<file path="config.mk">
export PLATFORM = sky130hd
export DESIGN_NAME = battery_level_monitor
export DESIGN_NICKNAME = d
export VERILOG_FILES = /design/src/rtl/battery_level_monitor.sv
export SDC_FILE = /design/constraint.sdc
export NUM_CORES = 1
export LEC_CHECK = 0
export ABC_AREA = 1
export BUFFER_PORTS_ARGS = -buffer_cell sky130_fd_sc_hd__buf_2
export CAP_MARGIN = 15
export CELL_PAD_IN_SITES_DETAIL_PLACEMENT = 1
export CELL_PAD_IN_SITES_GLOBAL_PLACEMENT = 1
export CORE_UTILIZATION = 47
export DETAILED_ROUTE_END_ITERATION = 8
export PLACE_DENSITY_LB_ADDON = 0.3
export REMOVE_ABC_BUFFERS = 1
export SLEW_MARGIN = 40
export SYNTH_ARGS = -nofsm -noshare
export SYNTH_HDL_FRONTEND = slang
export SYNTH_SLANG_ARGS = --single-unit
</file>
<file path="constraint.sdc">
create_clock -name clk -period 4.5 [get_ports clk]
set_clock_uncertainty 0.2 [all_clocks]
set_input_delay 0.45 -clock clk [delete_from_list [all_inputs] [get_ports clk]]
set_output_delay 0.45 -clock clk [all_outputs]
set_load 0.02 [all_outputs]
</file>
<file path="src/rtl/battery_level_monitor.sv">
// Battery level monitor: samples the five active-low level lines, debounces the
// decoded code and drives level/change/LED-bar/alarm/error outputs.
module battery_level_monitor #(
  parameter int unsigned STABLE_CYCLES = 4,
  parameter int unsigned BLINK_HALF    = 25000000
) (
  input  logic       clk,
  input  logic       rst,
  input  logic       critic_level,
  input  logic       low_level,
  input  logic       medium_level,
  input  logic       high_level,
  input  logic       full,
  output logic [2:0] level,
  output logic       level_valid,
  output logic       level_chg,
  output logic       level_up,
  output logic [4:0] bar,
  output logic       alarm,
  output logic       err
);

  localparam int unsigned CW = $clog2(STABLE_CYCLES + 1);
  localparam int unsigned BW = $clog2(BLINK_HALF + 1);
  localparam logic [2:0] INVALID = 3'd7;

  typedef enum logic [1:0] {INIT, VALID, ERROR} state_t;

  state_t          state;
  logic [4:0]      s;
  logic [2:0]      dec;
  logic [2:0]      cand;
  logic [CW-1:0]   cnt;
  logic [BW-1:0]   bcnt;
  logic            accept;

  // s = {full, high, medium, low, critic}; exactly one low bit is a legal level
  always_comb begin
    dec = INVALID;
    case (s)
      5'b11110: dec = 3'd0;
      5'b11101: dec = 3'd1;
      5'b11011: dec = 3'd2;
      5'b10111: dec = 3'd3;
      5'b01111: dec = 3'd4;
      default:  dec = INVALID;
    endcase
  end

  assign accept = (dec == cand) && (cnt == CW'(STABLE_CYCLES - 1));

  function automatic logic [4:0] therm(input logic [2:0] l);
    case (l)
      3'd0:    therm = 5'b00001;
      3'd1:    therm = 5'b00011;
      3'd2:    therm = 5'b00111;
      3'd3:    therm = 5'b01111;
      3'd4:    therm = 5'b11111;
      default: therm = 5'b00000;
    endcase
  endfunction

  always_ff @(posedge clk) begin
    if (rst) begin
      state       <= INIT;
      s           <= '1;
      cand        <= INVALID;
      cnt         <= '0;
      bcnt        <= '0;
      level       <= '0;
      level_valid <= 1'b0;
      level_chg   <= 1'b0;
      level_up    <= 1'b0;
      bar         <= '0;
      alarm       <= 1'b0;
      err         <= 1'b0;
    end else begin
      s <= {full, high_level, medium_level, low_level, critic_level};

      if (dec == cand) begin
        if (cnt != CW'(STABLE_CYCLES)) cnt <= cnt + 1'b1;
      end else begin
        cand <= dec;
        cnt  <= CW'(1);
      end

      level_chg <= 1'b0;
      if (accept && dec == INVALID) begin
        state       <= ERROR;
        err         <= 1'b1;
        level_valid <= 1'b0;
        bar         <= '0;
        alarm       <= 1'b0;
        bcnt        <= '0;
      end else if (accept && (state != VALID || dec != level)) begin
        // Any transition into VALID or to a new code counts as a change
        state       <= VALID;
        err         <= 1'b0;
        level_valid <= 1'b1;
        level       <= dec;
        bar         <= therm(dec);
        level_chg   <= 1'b1;
        level_up    <= (state == INIT) ? 1'b1 : (dec > level);
        alarm       <= (dec == 3'd0);
        bcnt        <= '0;
      end else if (state == VALID && level == 3'd0) begin
        if (bcnt == BW'(BLINK_HALF - 1)) begin
          alarm <= ~alarm;
          bcnt  <= '0;
        end else begin
          bcnt <= bcnt + 1'b1;
        end
      end
    end
  end

endmodule

</file>
==> results.json <==
{
  "cts_buffers": 5,
  "h-tree-depth": 2,
  "synthDistinctLibCells": 34,
  "cp_slowest_cell": "inv_1",
  "clk_root_buffer_cell": "clkbuf_8",
  "drc": 0,
  "period_needed_ps": 2940,
  "die_h_um": 78.9,
  "wire_per_inst_um": 15.2,
  "ys_seq_area_share_pct": 35.3,
  "finalNonFillerCells": 495,
  "io_buffers": 19,
  "holdBufCountCts": 0,
  "r2r-start": "state[0]$_SDFFE_PP0P_",
  "crit_start": "state[0]$_SDFFE_PP0P_",
  "core_area_mm2": 0.00561,
  "crit_chain": "inv_1 > nor2_1 > nand4_1 > inv_1 > nand2_1 > nor2_1 > inv_1 > nor2_1 > nand2_1 > xor2_1 > inv_1 > nor2_1",
  "via_per_inst": 5.48,
  "fin_nets": 436,
  "final_antenna_net_count": 0,
  "ctsLongestPathBuffers": 2,
  "rows": 27,
  "min_period_over_period_pct": 65.4,
  "syn_avg_cell_area_um2": 6.92,
  "grt_overflow_total": 0,
  "cts.clk_slew.worst_paths_ps": 90,
  "synth_area_leaders": "dfxtp_1, nand2_1, inv_1",
  "route.vias.total": 2712,
  "cts_tree": "done",
  "syn-cell-area_mm2": 0.00278,
  "yosysTopAreaCell": "dfxtp_1",
  "grt_util_all_layers_pct": 26.3,
  "initial_core_util_pct": 49.6,
  "final.setup.worst_slack_ps": 1560,
  "max_slew_margin_pct": 51.2,
  "hp-class": "in -> reg",
  "antenna_cells": 0,
  "grt_max_degree": 26,
  "worst_pin_slew_ps": 725,
  "mostFrequentLayoutCells": "nand2_1, inv_1, dfxtp_1",
  "ys_ff_latch": 49,
  "drv_cap": 0,
  "max_freq_mhz": 340,
  "rsz0062_at_grt": "no",
  "status": "finished clean",
  "routabilityCongestion": 0.908,
  "critPathMaxFanout": 16,
  "dp_slack_ps": 1620,
  "dp_hpwl_um": 5700,
  "pin_count": 20,
  "ir_drop_uv": 159,
  "power.density_mw_per_mm2": 287,
  "crit_path_end_kind": "register",
  "fin_setup_tns_ps": 0,
  "ctsResizeCount": 0,
  "required_ps": 4540,
  "synthCells": 402,
  "drtPass1Iterations": 5,
  "final_max_slew_viol_count": 0,
  "grt_pass1_vias": 2895,
  "die_x_um": 78.9,
  "antenna_found_initial": 0,
  "area_growth_pct": 9.36,
  "die_area_mm2": 0.00623,
  "insertion_delay_ps": 300,
  "startpoint_type": "register",
  "post_cts_buffers": 0,
  "max_stage_delay_ps": 620,
  "dp.cells": 487,
  "drt_iter0_drc": 106,
  "cts_sinks": 49,
  "hold_violations": 0,
  "synth_top_area_share_pct": 35.3,
  "min_from": "medium_level",
  "crit_arrival_ps": 2980,
  "p_leak_nw": 1.30,
  "synth_warnings": 0,
  "routed_wl_um": 7510,
  "drive_above_1_share_pct": 12.1,
  "path_class": "reg -> reg",
  "grt_pass1_wl_um": 12900,
  "layout_commonest_cell": "nand2_1",
  "finalSetupViolations": 0
}
path summary, 6_finish.rpt:
path,depth (start not counted),end,slack (ps)
min reg2reg,2,bar[0]$_SDFFE_PP0P_,250
max reg2reg,12,bcnt[10]$_SDFFE_PP0P_,1560
max,12,bcnt[10]$_SDFFE_PP0P_,1560
min,2,s[2]$_SDFF_PP1_,120
routing by layer:
metal / track usage (%) / part of all wire (%)
met5: 0 / 0
met4: 10.4 / 2.6
met3: 3.91 / 3.0
met2: 51.7 / 53
met1: 27.7 / 42
power by group:
part	internal [mW]	switching, mW
clock	0.181	0.153
sequential	0.441	0.00625
combinational	0.0288	0.0615
total	0.651	0.221
per-stage QoR:
stage	power, mW	hold slack (ps)	instance area, um2	utilization [%]
after floorplan	0.525	258	2740	-
after global placement	0.542	241	2920	52.1
after detailed placement	0.549	244	2920	52.1
after CTS	0.878	116	3040	54.2
after global routing	0.906	113	3040	54.2
final	0.871	122	3040	54.2
sequential cells by signal, summed over array words and instances, names as in the netlist:
name,count
bcnt,25
bar,5
s,5
cand,3
cnt,3
level,3
alarm,1
err,1
level_chg,1
level_up,1
state,1
kinds of logic (layout without fill, tap and decap cells):
logic type               Yosys count  after routing  synth area share [%]
adder cells (fa/ha/maj)            7              7                  3.15
flip-flops                        49             49                  35.3
XOR/XNOR                          13             13                  4.10
buffers and inverters             70             91                  10.3
AO/OA/AOI/OAI                     33             33                  6.57
AND/OR/NAND/NOR                  230            230                  40.6
Yosys cell counts (all sizes together):
library cell / count
clkbuf: 3
or2: 8
nor2: 50
o21a: 1
o21ai: 8
nand3: 31
nand2: 94
nor3: 14
xnor2: 3
xor2: 10
nand4: 24
nor4: 4
ha: 7
nand3b: 4
o311ai: 1
buf: 3
nor3b: 1
a21o: 1
a41oi: 1
a21oi: 19
dfxtp: 49
o21bai: 1
inv: 64
o211ai: 1
final cells by class:
class	count	area, um2
Clock buffer	6	82.6
Multi-Input combinational cell	283	1510
Sequential cell	49	981
Inverter	64	240
Clock inverter	2	37.5
Tap cell	72	90.1
Fill cell	781	2570
Timing Repair Buffer	19	95.1
critical path, delay by kind of cell (launching register included):
| kind | cells | cell delay [ps] |
|---|---|---|
| simple gates | 7 | 1320 |
| flops | 1 | 360 |
| buf+inv | 4 | 840 |
| xor+xnor | 1 | 150 |
No activity file was read; power rests on OpenSTA's default activity.
